==> config.mk <==
export PLATFORM = sky130hd
export DESIGN_NAME = cdb_rr_arbiter
export DESIGN_NICKNAME = d
export VERILOG_FILES = /design/src/rtl/cdb_rr_arbiter_pkg.sv /design/src/rtl/cdb_rr_arbiter_result_fifo.sv /design/src/rtl/cdb_rr_arbiter.sv
export SDC_FILE = /design/constraint.sdc
export NUM_CORES = 1
export LEC_CHECK = 0
export ABC_AREA = 1
export BUFFER_PORTS_ARGS = -buffer_cell sky130_fd_sc_hd__buf_2
export CELL_PAD_IN_SITES_DETAIL_PLACEMENT = 2
export CELL_PAD_IN_SITES_GLOBAL_PLACEMENT = 2
export CORE_MARGIN = 4
export CORE_UTILIZATION = 33
export CTS_CLUSTER_SIZE = 24
export DETAILED_ROUTE_END_ITERATION = 10
export PLACE_DENSITY = 0.84
export SYNTH_ARGS = -nofsm -noshare
export SYNTH_HDL_FRONTEND = slang
export SYNTH_SLANG_ARGS = --single-unit
==> constraint.sdc <==
create_clock -name clk -period 4.1 [get_ports clk]
set_input_delay 0.82 -clock clk [delete_from_list [all_inputs] [get_ports clk]]
set_output_delay 0.82 -clock clk [all_outputs]
set_load 0.005 [all_outputs]
==> src/rtl/cdb_rr_arbiter_pkg.sv <==
// Shared result-bus definitions used by the reservation stations and the CDB arbiter.
// The tag MSB marks a live tag; the remaining bits name the producing station entry.
package cdb_rr_arbiter_pkg;

  localparam int CDB_TAG_W   = 8;
  localparam int CDB_DATA_W  = 32;
  localparam int CDB_TAG_VLD = CDB_TAG_W - 1;

  // Two tags match only when both are live and carry the same producer id.
  function automatic logic tag_match(input logic [CDB_TAG_W-1:0] a,
                                     input logic [CDB_TAG_W-1:0] b);
    return a[CDB_TAG_VLD] && b[CDB_TAG_VLD] && (a == b);
  endfunction

endpackage

==> src/rtl/cdb_rr_arbiter_result_fifo.sv <==
// Per-producer result buffer: a small FIFO holding tag/data pairs until a CDB lane is granted.
// Readiness is taken from registered occupancy only, so a pop never frees a slot in the same cycle.
module result_fifo
  import cdb_rr_arbiter_pkg::*;
#(
  parameter int BUF_DEPTH = 2,
  parameter int TAG_W     = CDB_TAG_W,
  parameter int DATA_W    = CDB_DATA_W
) (
  input  logic                        clk,
  input  logic                        reset,
  input  logic                        i_push,
  input  logic [TAG_W-1:0]            i_tag,
  input  logic [DATA_W-1:0]           i_data,
  input  logic                        i_pop,
  output logic [TAG_W-1:0]            o_tag,
  output logic [DATA_W-1:0]           o_data,
  output logic [$clog2(BUF_DEPTH):0]  o_count,
  output logic                        o_ready,
  output logic                        o_empty
);

  localparam int PTR_W = $clog2(BUF_DEPTH);
  localparam int OCC_W = PTR_W + 1;

  logic [TAG_W-1:0]  r_tagMem  [BUF_DEPTH];
  logic [DATA_W-1:0] r_dataMem [BUF_DEPTH];
  logic [PTR_W-1:0]  r_wrPtr;
  logic [PTR_W-1:0]  r_rdPtr;
  logic [OCC_W-1:0]  r_count;
  logic              w_doPush;
  logic              w_doPop;

  assign o_ready  = (r_count < OCC_W'(BUF_DEPTH));
  assign o_empty  = (r_count == '0);
  assign w_doPush = i_push && o_ready;
  assign w_doPop  = i_pop && !o_empty;
  assign o_tag    = r_tagMem[r_rdPtr];
  assign o_data   = r_dataMem[r_rdPtr];
  assign o_count  = r_count;

  always_ff @(posedge clk or posedge reset) begin
    if (reset) begin
      r_wrPtr <= '0;
      r_rdPtr <= '0;
      r_count <= '0;
    end else begin
      if (w_doPush) r_wrPtr <= r_wrPtr + PTR_W'(1);
      if (w_doPop)  r_rdPtr <= r_rdPtr + PTR_W'(1);
      case ({w_doPush, w_doPop})
        2'b10:   r_count <= r_count + OCC_W'(1);
        2'b01:   r_count <= r_count - OCC_W'(1);
        default: r_count <= r_count;
      endcase
    end
  end

  // Storage needs no reset: an entry is only read once occupancy says it was written.
  always_ff @(posedge clk) begin
    if (w_doPush) begin
      r_tagMem[r_wrPtr]  <= i_tag;
      r_dataMem[r_wrPtr] <= i_data;
    end
  end

endmodule

==> src/rtl/cdb_rr_arbiter.sv <==
// Common data bus arbiter: buffers results from each producer and broadcasts up to
// NUM_BUS of them per cycle on registered lanes, granting sources in round-robin order.
module cdb_rr_arbiter
  import cdb_rr_arbiter_pkg::*;
#(
  parameter int NUM_SRC   = 3,
  parameter int NUM_BUS   = 2,
  parameter int BUF_DEPTH = 2,
  parameter int TAG_W     = CDB_TAG_W,
  parameter int DATA_W    = CDB_DATA_W
) (
  input  logic                      clk,
  input  logic                      reset,
  input  logic                      en,
  input  logic [NUM_SRC*TAG_W-1:0]  src_tag,
  input  logic [NUM_SRC*DATA_W-1:0] src_data,
  output logic [NUM_SRC-1:0]        src_ready,
  output logic [NUM_BUS*TAG_W-1:0]  cdb_tag,
  output logic [NUM_BUS*DATA_W-1:0] cdb_data,
  output logic                      dispatch_stall,
  output logic                      overflow_err
);

  localparam int SRC_W = (NUM_SRC > 1) ? $clog2(NUM_SRC) : 1;
  localparam int OCC_W = $clog2(BUF_DEPTH) + 1;
  localparam int CNT_W = $clog2(NUM_BUS + 1);
  localparam int TOT_W = $clog2(NUM_SRC * BUF_DEPTH + 1);
  localparam logic [SRC_W:0]   NUM_SRC_L = (SRC_W + 1)'(NUM_SRC);
  localparam logic [CNT_W-1:0] NUM_BUS_L = CNT_W'(NUM_BUS);

  logic [TAG_W-1:0]  w_fifoTag   [NUM_SRC];
  logic [DATA_W-1:0] w_fifoData  [NUM_SRC];
  logic [OCC_W-1:0]  w_fifoCount [NUM_SRC];
  logic [NUM_SRC-1:0] w_fifoEmpty;
  logic [NUM_SRC-1:0] w_valid;
  logic [NUM_SRC-1:0] w_pop;

  logic [TAG_W-1:0]  w_laneTag  [NUM_BUS];
  logic [DATA_W-1:0] w_laneData [NUM_BUS];
  logic [SRC_W:0]    w_scanSum;
  logic [SRC_W-1:0]  w_scanIdx;
  logic [CNT_W-1:0]  w_grantCnt;
  logic              w_anyGrant;
  logic [SRC_W-1:0]  w_lastIdx;
  logic [SRC_W:0]    w_nextSum;
  logic [SRC_W-1:0]  w_nextPtr;
  logic [TOT_W-1:0]  w_occTotal;
  logic              w_nearFull;

  logic [SRC_W-1:0]          r_rrPtr;
  logic [NUM_BUS*TAG_W-1:0]  r_cdbTag;
  logic [NUM_BUS*DATA_W-1:0] r_cdbData;
  logic                      r_overflow;

  for (genvar gi = 0; gi < NUM_SRC; gi++) begin : g_src
    assign w_valid[gi] = src_tag[gi*TAG_W + TAG_W - 1];

    result_fifo #(
      .BUF_DEPTH (BUF_DEPTH),
      .TAG_W     (TAG_W),
      .DATA_W    (DATA_W)
    ) u_fifo (
      .clk     (clk),
      .reset   (reset),
      .i_push  (w_valid[gi]),
      .i_tag   (src_tag[gi*TAG_W +: TAG_W]),
      .i_data  (src_data[gi*DATA_W +: DATA_W]),
      .i_pop   (w_pop[gi]),
      .o_tag   (w_fifoTag[gi]),
      .o_data  (w_fifoData[gi]),
      .o_count (w_fifoCount[gi]),
      .o_ready (src_ready[gi]),
      .o_empty (w_fifoEmpty[gi])
    );
  end

  // Scan sources starting at the round-robin pointer; the k-th non-empty buffer found feeds lane k.
  always_comb begin
    w_pop      = '0;
    w_anyGrant = 1'b0;
    w_lastIdx  = r_rrPtr;
    w_grantCnt = '0;
    w_scanSum  = '0;
    w_scanIdx  = '0;
    for (int l = 0; l < NUM_BUS; l++) begin
      w_laneTag[l]  = '0;
      w_laneData[l] = '0;
    end
    for (int k = 0; k < NUM_SRC; k++) begin
      w_scanSum = {1'b0, r_rrPtr} + (SRC_W + 1)'(k);
      if (w_scanSum >= NUM_SRC_L) w_scanSum = w_scanSum - NUM_SRC_L;
      w_scanIdx = w_scanSum[SRC_W-1:0];
      if (en && !w_fifoEmpty[w_scanIdx] && (w_grantCnt < NUM_BUS_L)) begin
        w_pop[w_scanIdx] = 1'b1;
        for (int l = 0; l < NUM_BUS; l++) begin
          if (w_grantCnt == CNT_W'(l)) begin
            w_laneTag[l]  = w_fifoTag[w_scanIdx];
            w_laneData[l] = w_fifoData[w_scanIdx];
          end
        end
        w_grantCnt = w_grantCnt + CNT_W'(1);
        w_anyGrant = 1'b1;
        w_lastIdx  = w_scanIdx;
      end
    end
    w_nextSum = {1'b0, w_lastIdx} + (SRC_W + 1)'(1);
    w_nextPtr = (w_nextSum >= NUM_SRC_L) ? '0 : w_nextSum[SRC_W-1:0];
  end

  always_comb begin
    w_occTotal = '0;
    w_nearFull = 1'b0;
    for (int i = 0; i < NUM_SRC; i++) begin
      w_occTotal = w_occTotal + TOT_W'(w_fifoCount[i]);
      if (w_fifoCount[i] >= OCC_W'(BUF_DEPTH - 1)) w_nearFull = 1'b1;
    end
  end

  assign dispatch_stall = w_nearFull || (w_occTotal > TOT_W'(NUM_BUS));

  always_ff @(posedge clk or posedge reset) begin
    if (reset) begin
      r_rrPtr    <= '0;
      r_cdbTag   <= '0;
      r_cdbData  <= '0;
      r_overflow <= 1'b0;
    end else begin
      if (w_anyGrant) r_rrPtr <= w_nextPtr;
      for (int l = 0; l < NUM_BUS; l++) begin
        r_cdbTag[l*TAG_W +: TAG_W]    <= w_laneTag[l];
        r_cdbData[l*DATA_W +: DATA_W] <= w_laneData[l];
      end
      if (|(w_valid & ~src_ready)) r_overflow <= 1'b1;
    end
  end

  assign cdb_tag      = r_cdbTag;
  assign cdb_data     = r_cdbData;
  assign overflow_err = r_overflow;

endmodule

# After elaboration in Yosys (flattened, before gate mapping)
# Memory sizes are Yosys's and may differ from the RTL's.
# Cells that the tools add are included.
[totals]
latch_bits = 0
mem_bits_ro = 0
ramBits = 240
out_inout_bits = 85
register_bits = 95
n_memories = 6
word_cells = 178
[memory_table]
columns = ["name", "depth", "width", "read_ports", "rd_ports_with_merged_regs", "wr", "line", "rtl"]
rows = [
  ["g_src[0].u_fifo.r_dataMem", 2, 32, 1, 0, 1, "cdb_rr_arbiter_result_fifo.sv:27", "logic [DATA_W-1:0] r_dataMem [BUF_DEPTH];"],
  ["g_src[1].u_fifo.r_dataMem", 2, 32, 1, 0, 1, "cdb_rr_arbiter_result_fifo.sv:27", ""],
  ["g_src[2].u_fifo.r_dataMem", 2, 32, 1, 0, 1, "cdb_rr_arbiter_result_fifo.sv:27", ""],
  ["g_src[0].u_fifo.r_tagMem", 2, 8, 1, 0, 1, "cdb_rr_arbiter_result_fifo.sv:26", "logic [TAG_W-1:0] r_tagMem [BUF_DEPTH];"],
  ["g_src[1].u_fifo.r_tagMem", 2, 8, 1, 0, 1, "cdb_rr_arbiter_result_fifo.sv:26", ""],
  ["g_src[2].u_fifo.r_tagMem", 2, 8, 1, 0, 1, "cdb_rr_arbiter_result_fifo.sv:26", ""],
]
[op_classes]
bitwise_logic = 7
div = 0
n_lt_le_gt_ge = 22
n_mux = 71
multipliers = 0
n_addsub = 21
eq_ne = 8
shift = 0
reduce_logical = 30
[op_table]
columns = ["cell", "n"]
rows = [
  ["$mux W32", 11],
  ["$bmux W32 S2", 3],
  ["$mux W64", 2],
  ["$mux W8", 11],
  ["$bmux W8 S2", 3],
  ["$mux W16", 2],
  ["$mux W1", 19],
  ["$mux W2", 8],
  ["$logic_and A1 B1 Y1", 14],
  ["$ge A2 B1 Y1 const B", 6],
  ["$pmux W2 S2", 3],
  ["$eq A2 B1 Y1 const B", 5],
  ["$logic_not A2 Y1", 5],
  ["$lt A2 B2 Y1 const B", 5],
  ["$ge A3 B2 Y1 const B", 3],
  ["$ge A3 B3 Y1 const B", 3],
  ["$lt A2 B3 Y1 const B", 3],
  ["$mux W3", 3],
  ["$not A2 Y3", 3],
  ["$add A2 B1 Y2 const B", 4],
  ["$add A1 B1 Y1 const B", 6],
  ["$add A2 B1 Y3 const B", 2],
  ["$bmux W1 S2", 3],
  ["$demux W1 S2", 3],
  ["other kinds (15)", 29],
]

# Logic depth before layout (Yosys ltp)
# Gate-level depths: netlist of run 1.
[depth]
depth_word = 16
ltp_mapped = 23

# Modules after synthesis
# From an unflattened synthesis of run 1, not the netlist that was laid out.
[hier_totals]
cells_unflattened = 1667
hier_area_um2 = 16614.7
[modules_own_cells]
columns = ["mod", "instances", "area_per_inst_um2", "seq_area_each_um2", "cells_per_inst"]
rows = [
  ["result_fifo", 3, 3385.7, 2502.4, 238],
  ["cdb_rr_arbiter", 1, 6457.4, 2077.0, 953],
]

# Worst setup path after synthesis of run 1
# OpenSTA, ideal clock, no wires.
[synth_timing]
path_type = "input to register"
startpoint = "in src_tag[23]"
endpoint = "mem g_src[2].u_fifo.r_dataMem[0][0] (netlist name) (enable)"
slack_ps = 1043
required_ps = 3663
n_path_buf = 0
arrival_ps = 2619
cell_stages = 2
setup_time_ps = 437
path_cell_list = "nand2_1 -> nor2_1"
[synth_between]
elab_chain_cells = 3
[synth_rtl]
columns = ["element", "line", "rtl"]
rows = [
  ["start: declaration", "cdb_rr_arbiter.sv:15", "input logic [NUM_SRC*TAG_W-1:0] src_tag,"],
  ["$logic_and A1 B1 Y1", "cdb_rr_arbiter_result_fifo.sv:36", "assign w_doPush = i_push && o_ready;"],
  ["$mux W1", "cdb_rr_arbiter_result_fifo.sv:60", "if (w_doPush) begin"],
  ["$mux W1 (implied by the code)", "cdb_rr_arbiter_result_fifo.sv:62", "r_dataMem[r_wrPtr] <= i_data;"],
  ["end: declaration", "cdb_rr_arbiter_result_fifo.sv:27", ""],
]
# No other way between the ends.

==> results by group, run 1 <==
Status
  – Status: finished clean

Clock tree
  – Num CTS Buffers: 39
  – Post-CTS sizing: 0
  – Clk slew on worst S/H paths: 0.06 ns
  – CTS tree: yes
  – Root buffer cell: clkbuf_16
  – Worst-skew pair later-pin latency: 0.57 ns
  – Max H-tree Level: 2
  – Clock Path Buffers: 3
  – CTS Hold Bufs: 0
  – Post-CTS Setup Repair Bufs: 0
  – # clock sinks: 335

Power and ir drop
  – Leakage: 7.788 nW
  – Sw frac: 0.4767
  – PD cells: 928.2 nW/µm²
  – Peak supply drop: 0.3820 mV
  – Clock power frac: 0.195
  – Reg power frac: 0.290
  – Cell Int Power: 9.037 mW
  – Final Power: 17.27 mW
  – Combinational share of power: 0.516
  – Switching power total: 8.233 mW

Floorplanning
  – Die height: 226.5 µm
  – Initial core utilization: 0.3361
  – IO Pins: 208
  – Core box area: 46850 µm²
  – DIE AREA: 51280 µm²
  – Die W: 226.5 µm
  – # rows: 79

Logic synthesis
  – Yosys warning total: 0
  – Synthesis-stage register bit count: 335
  – Cell variety after synth: 34
  – Post-Syn Nets: 1757
  – Post-synth design cell area: 15750 µm²
  – Seq/Total Area, Yosys: 0.6086
  – Post-synthesis average cell area: 9.745 µm²
  – Mapped Cells: 1616

Place
  – Routability cong.: 0.8350
  – Cells after DPL: 2352
  – Detail Placement HPWL: 43.43 mm
  – I/O Buffers: 207
  – Placed Area: 17340 µm²

Drt
  – DR DRC count: 0
  – Detail Route Antenna Nets: 0
  – DR iter-0 viols: 1032
  – Post-DR vias/cell: 5.335
  – Wirelength per Cell: 24.81 µm
  – Vias post-DR: 12970
  – Routed Wire Length: 60.28 mm
  – DR pass1 iterations: 5

Setup path
  – Crit Path Class: reg2reg
  – R2R Setup Slk: 0.33 ns
  – Worst Path Arrival: 4.19 ns
  – Worst reg2reg path depth: 16
  – Crit end category: register
  – Critical path required time: 4.52 ns
  – Crit path max fanout: 31
  – Worst r2r src: r_rrPtr[1]
  – Reg2reg end: cdb_tag[12]
  – CP Launch Type: register

Finish
  – Final instance area: 18610 µm²
  – Post-Layout Cell Count: 2430
  – Nets: 1927
  – Synth-to-layout area growth: 18.15%
  – Share of cells above drive strength 1: 0.2181

Global route
  – Largest net degree at the start of global routing: 64
  – All-Layer GR Usage: 0.2300
  – Initial antenna violation count: 16
  – First-pass GRT wire length: 89.36 mm
  – Vias in the first global route: 13860
  – GRT overflow: 0

Timing
  – Worst slew margin relative to its limit: 0.3936
  – RSZ-0062 raised after global routing: no
  – Worst slew pin tran: 0.9001 ns
  – Final Max Tran Viols: 0
  – Fin crit period: 3.767 ns
  – Setup-failing EPs final: 0
  – Setup TNS: 0 ns
  – Hold Fails Final Rpt: 0
  – Highest clock rate: 265.4 MHz
  – Final Skew: 0.03484 ns
  – Fin crit share: 0.9189

Min path
  – Hold Crit Class: in2async

Flow run
  – Maxcap violations: 0
[logic make-up (layout without fill, tap and decap cells)]
family	after synthesis	count (layout)	synth area share
xor gates and xnor gates	12	12	0.006674
and+or+nand+nor	727	727	0.2028
adders and majority gates	18	18	0.01526
DFF	335	335	0.6086
other	0	7	0
AOI/OAI and AO/OA	337	337	0.1126
muxes	10	10	0.006357
buffers and inverters	177	377	0.04767
[area by class of cell]
| cell class | instances | area, µm² |
|---|---|---|
| Antenna cell | 7 | 17.52 |
| Timing Repair Buffer | 239 | 1276 |
| Inverter | 67 | 259.0 |
| Clock buffer | 52 | 1096 |
| Multi-Input combinational cell | 1104 | 5472 |
| Sequential cell | 335 | 9584 |
| Fill cell | 5100 | 28250 |
| Tap cell | 607 | 759.5 |
| Clock inverter | 19 | 141.4 |
[cell usage after synthesis (all sizes together)]
cell | instances | area share
nand2 | 369 | 0.089
edfxtp | 240 | 0.46
o21ai | 213 | 0.068
nand3 | 128 | 0.041
nor2 | 119 | 0.029
dfrtp | 95 | 0.15
or2 | 75 | 0.030
a21oi | 69 | 0.022
inv | 67 | 0.016
buf | 55 | 0.018
clkbuf | 55 | 0.013
a31oi | 32 | 0.013
and2 | 18 | 0.0072
nand4 | 18 | 0.0072
ha | 16 | 0.013
o211ai | 12 | 0.0057
mux2i | 10 | 0.0064
o22ai | 9 | 0.0036
xnor2 | 6 | 0.0033
xor2 | 6 | 0.0033
fa | 2 | 0.0025
o21bai | 2 | 0.00095
[worst max path at each step]
stage                          start           end  slack (ns)  cells past startpoint
final                     r_rrPtr[1]   cdb_tag[12]        0.33                     16
after floorplan                reset   cdb_data[0]        0.80                      1
after global placement    r_rrPtr[1]  cdb_data[17]        0.53                     17
after CTS                 r_rrPtr[1]  cdb_data[10]        0.31                     17
after detailed placement  r_rrPtr[1]    cdb_tag[0]        0.37                     17
after global routing      r_rrPtr[1]  cdb_data[62]        0.04                     16
[power by group through the flow]
stage | logic, mW | clock network [mW] | registers (mW)
4_1_cts | 8.78 | 3.44 | 5.01
5_1_grt | 9.70 | 3.60 | 5.06
3_3_place_gp | 8.14 | 0 | 5.01
6_report | 8.91 | 3.36 | 5.00
2_1_floorplan | 5.62 | 0 | 4.90
3_5_place_dp | 8.62 | 0 | 5.07
[per-layer routing]
metal | share of wire | track usage | vias up
met5 | 0.0025 | 0 | -
met4 | 0.014 | 0.04478 | 22
met3 | 0.064 | 0.05282 | 72
met2 | 0.44 | 0.3521 | 338
met1 | 0.48 | 0.3380 | 6637
li1 | - | - | 5896
[layout by cell type (no fill, tap or decap), types with 18 or more instances in the layout]
cell type	netlist	final
nand2_1	365	365
edfxtp_1	240	240
buf_2	29	207
o21ai_0	130	130
nand3_1	127	127
nor2_1	118	112
dfrtp_1	95	95
o21ai_1	83	83
a21oi_1	69	69
or2_2	67	67
inv_1	52	51
clkbuf_16	0	40
a31oi_1	32	32
buf_4	10	32
and2_1	18	18
nand4_1	18	18
[flip-flops by register name (all words and copies together), names as in the netlist, 2 cells and up]
name	count
g_src.u_fifo.r_tagMem	48
g_src.u_fifo.o_count	6
r_rrPtr	2
g_src.u_fifo.r_wrPtr	3
g_src.u_fifo.r_rdPtr	3
g_src.u_fifo.r_dataMem	192
cdb_data	64
cdb_tag	16
[stage by stage]
step                      utilization  worst slack [ns]  hold WS (ns)
final                          0.3971            0.3326        0.3576
after global routing           0.3967           0.04334        0.4016
after CTS                      0.3965            0.3129        0.3658
after detailed placement       0.3701            0.3720        0.4674
after global placement         0.3701            0.5340        0.4615
after floorplan                     -            0.8030        0.4464
[worst max-delay path, cell delays in order, from the launching register on]
cell	delay [ns]
dfrtp_1	0.40
inv_1	0.10
ha_2	0.35
inv_2	0.32
nand3_1	0.16
nand2_2	0.18
inv_2	0.14
ha_1	0.21
nor2_1	0.10
o21ai_1	0.08
inv_2	0.06
nand2_2	0.09
inv_4	0.33
nand2_1	0.33
nand3_1	0.19
buf_4	0.42
o21ai_1	0.16
Note: power is estimated with default switching activity, not from simulation.
==> run 2: changes to the inputs <==
--- a/config.mk
+++ b/config.mk
@@ -9,6 +9,7 @@
 export BUFFER_PORTS_ARGS = -buffer_cell sky130_fd_sc_hd__buf_2
 export CELL_PAD_IN_SITES_DETAIL_PLACEMENT = 2
 export CELL_PAD_IN_SITES_GLOBAL_PLACEMENT = 2
+export CORE_ASPECT_RATIO = 1.5
 export CORE_MARGIN = 4
 export CORE_UTILIZATION = 33
 export CTS_CLUSTER_SIZE = 24
==> constraint.sdc (replaced) <==
create_clock -name clk -period 4.1 [get_ports clk]
set_input_delay 0 -clock clk [delete_from_list [all_inputs] [get_ports clk]]
set_output_delay 0 -clock clk [all_outputs]
set_load 0.005 [all_outputs]
==> results by group, run 2 (synthesis results as in run 1) <==
Status
  – Status: finished clean (unchanged)

Setup path
  – Slowest Stage Delay on Critical Path: 0.43 ns (was 0.42 ns)
  – Crit path max fanout: 33 (was 31)
  – Crit Path Class: reg2reg (unchanged)
  – Crit end category: register (unchanged)
  – Slowest-stage cell, CP: buf_4 (unchanged)
  – Worst Path Arrival: 3.67 ns (was 4.19 ns)
  – Critical path required time: 4.53 ns (was 4.52 ns)
  – CP Launch Type: register (unchanged)
  – Crit-path cells: inv_1 -> ha_1 -> inv_1 -> nand2_1 -> nand3_1 -> nand2_2 -> inv_2 -> ha_1 -> nor2_1 -> o21ai_1 -> inv_2 -> nand2_2 -> inv_4 -> nand2_4 -> buf_4 -> nand2_1 -> a21oi_1 -> nor2_1 (was inv_1 -> ha_2 -> inv_2 -> nand3_1 -> nand2_2 -> inv_2 -> ha_1 -> nor2_1 -> o21ai_1 -> inv_2 -> nand2_2 -> inv_4 -> nand2_1 -> nand3_1 -> buf_4 -> o21ai_1)

Finish
  – Share of cells above drive strength 1: 0.1984 (was 0.2181)
  – Max reg flops: 192 (unchanged)
  – Most common cell after layout, fill and taps aside: nand2_1 (unchanged)
  – Nets: 2041 (was 1927)
  – Register area: 9584 µm² (unchanged)
  – Synth-to-layout area growth: 24.95% (was 18.15%)
  – Post-Layout Cell Count: 2523 (was 2430)
  – Multi-input gate area: 5463 µm² (was 5472 µm²)
  – Fill count: 5015 (was 5100)
  – Commonest non-fill, non-tap cells in the layout: 365 x nand2_1, 240 x edfxtp_1, 207 x buf_2 (unchanged)
  – Final instance area: 19680 µm² (was 18610 µm²)
  – Reg with most FFs: g_src.u_fifo.r_dataMem (unchanged)

Timing
  – RSZ-0062 raised after global routing: no (unchanged)
  – Hold Fails Final Rpt: 0 (unchanged)
  – Final setup margin: 0.8572 ns (was 0.3326 ns)
  – Worst slew margin relative to its limit: 0.2986 (was 0.3936)
  – WHS: 0.06400 ns (was 0.3576 ns)
  – Setup-failing EPs final: 0 (unchanged)
  – Final Skew: 0.01656 ns (was 0.03484 ns)
  – Setup TNS: 0 ns (unchanged)
  – Fin crit share: 0.7909 (was 0.9189)
  – Final Max Tran Viols: 0 (unchanged)
  – Fin crit period: 3.243 ns (was 3.767 ns)
  – Highest clock rate: 308.4 MHz (was 265.4 MHz)
  – Worst slew pin tran: 1.050 ns (was 0.9001 ns)

Drt
  – Vias post-DR: 13470 (was 12970)
  – Routed Wire Length: 61.49 mm (was 60.28 mm)
  – DR iter-0 viols: 984 (was 1032)
  – DR DRC count: 0 (unchanged)
  – Post-DR vias/cell: 5.337 (was 5.335)
  – Wirelength per Cell: 24.37 µm (was 24.81 µm)
  – DR pass1 iterations: 5 (unchanged)
  – Detail Route Antenna Nets: 0 (unchanged)

Power and ir drop
  – Leakage: 8.236 nW (was 7.788 nW)
  – Peak supply drop: 0.7452 mV (was 0.3820 mV)
  – PD cells: 873.4 nW/µm² (was 928.2 nW/µm²)

Clock tree
  – Num CTS Buffers: 36 (was 39)
  – CTS tree: yes (unchanged)
  – Max H-tree Level: 2 (unchanged)
  – Worst-skew pair later-pin latency: 0.55 ns (was 0.57 ns)
  – Clock Path Buffers: 3 (unchanged)
  – Post-CTS Setup Repair Bufs: 0 (unchanged)
  – # clock sinks: 335 (unchanged)
  – Clk slew on worst S/H paths: 0.07 ns (was 0.06 ns)
  – Post-CTS sizing: 0 (unchanged)
  – Root buffer cell: clkbuf_16 (unchanged)
  – CTS Hold Bufs: 121 (was 0)

Floorplanning
  – Initial core utilization: 0.3353 (was 0.3361)
  – Core box area: 46970 µm² (was 46850 µm²)
  – DIE AREA: 51350 µm² (was 51280 µm²)
  – Die W: 186.4 µm (was 226.5 µm)
  – Die height: 275.5 µm (was 226.5 µm)
  – IO Pins: 208 (unchanged)
  – # rows: 97 (was 79)

Place
  – Detail Placement HPWL: 41.90 mm (was 43.43 mm)
  – I/O Buffers: 207 (unchanged)
  – Cells after DPL: 2335 (was 2352)
  – Routability cong.: 0.8044 (was 0.8350)
  – Placed Area: 17300 µm² (was 17340 µm²)
  – Setup WS pre-CTS: 0.8797 ns (was 0.3720 ns)

Min path
  – Hold Crit Class: in2reg (was in2async)

Global route
  – Initial antenna violation count: 3 (was 16)
  – GRT overflow: 0 (unchanged)
  – Vias in the first global route: 14990 (was 13860)
  – Largest net degree at the start of global routing: 81 (was 64)
  – First-pass GRT wire length: 92.33 mm (was 89.36 mm)
  – All-Layer GR Usage: 0.2315 (was 0.2300)

Flow run
  – Maxcap violations: 0 (unchanged)
-- run 2: layout make-up --
type,count,share of cell area
Antenna cell,4,0.0005087
Tap cell,594,0.03777
Clock buffer,42,0.04693
Clock inverter,21,0.01202
Sequential cell,335,0.4871
Multi-Input combinational cell,1104,0.2776
Timing Repair Buffer,356,0.1249
Inverter,67,0.01316
-- run 2: metrics by stage --
step / power [mW] / utilization
2_1_floorplan: 10.52 / -
3_3_place_gp: 13.09 / 0.3682
3_5_place_dp: 13.70 / 0.3682
4_1_cts: 17.19 / 0.4187
5_1_grt: 18.31 / 0.4189
6_report: 17.18 / 0.4189
-- run 2: worst max-delay path, delay by kind of cell, from the launching register on --
family          cells  cell delay, ns
simple gates        8            0.99
buf+inv             6            1.06
flops               1            0.42
fa+ha+maj           2            0.38
compound gates      2            0.25
-- run 2: path summary, 6_finish.rpt --
| kind | depth (start not counted) | startpoint | end | slack, ns |
|---|---|---|---|---|
| max in group asynchronous | 4 | reset | cdb_data[60] | 2.84 |
| hold / removal | 8 | en | r_rrPtr[1] | 0.06 |
| setup / recovery | 18 | g_src[1].u_fifo.o_count[1] | cdb_data[17] | 0.86 |
| hold reg to reg | 1 | g_src[0].u_fifo.o_count[0] | g_src[0].u_fifo.o_count[0] | 0.48 |
| min in group asynchronous | 3 | reset | cdb_data[9] | 0.21 |
| setup reg to reg | 18 | g_src[1].u_fifo.o_count[1] | cdb_data[17] | 0.86 |
-- run 2: routing by layer --
metal / global-route usage / wire length (µm) / vias up
met5: 0 / 0 / -
met3: 0.03138 / 2669 / 107
met2: 0.4081 / 30530 / 389
met4: 0.08217 / 2001 / 0
li1: - / - / 6108
met1: 0.2939 / 26290 / 6862
-- run 2: power breakdown --
part	total, mW	internal (mW)	switching (mW)
sequential	4.95	4.60	0.351
clock	3.28	1.88	1.40
combinational	8.95	2.54	6.41
total	17.2	9.02	8.16
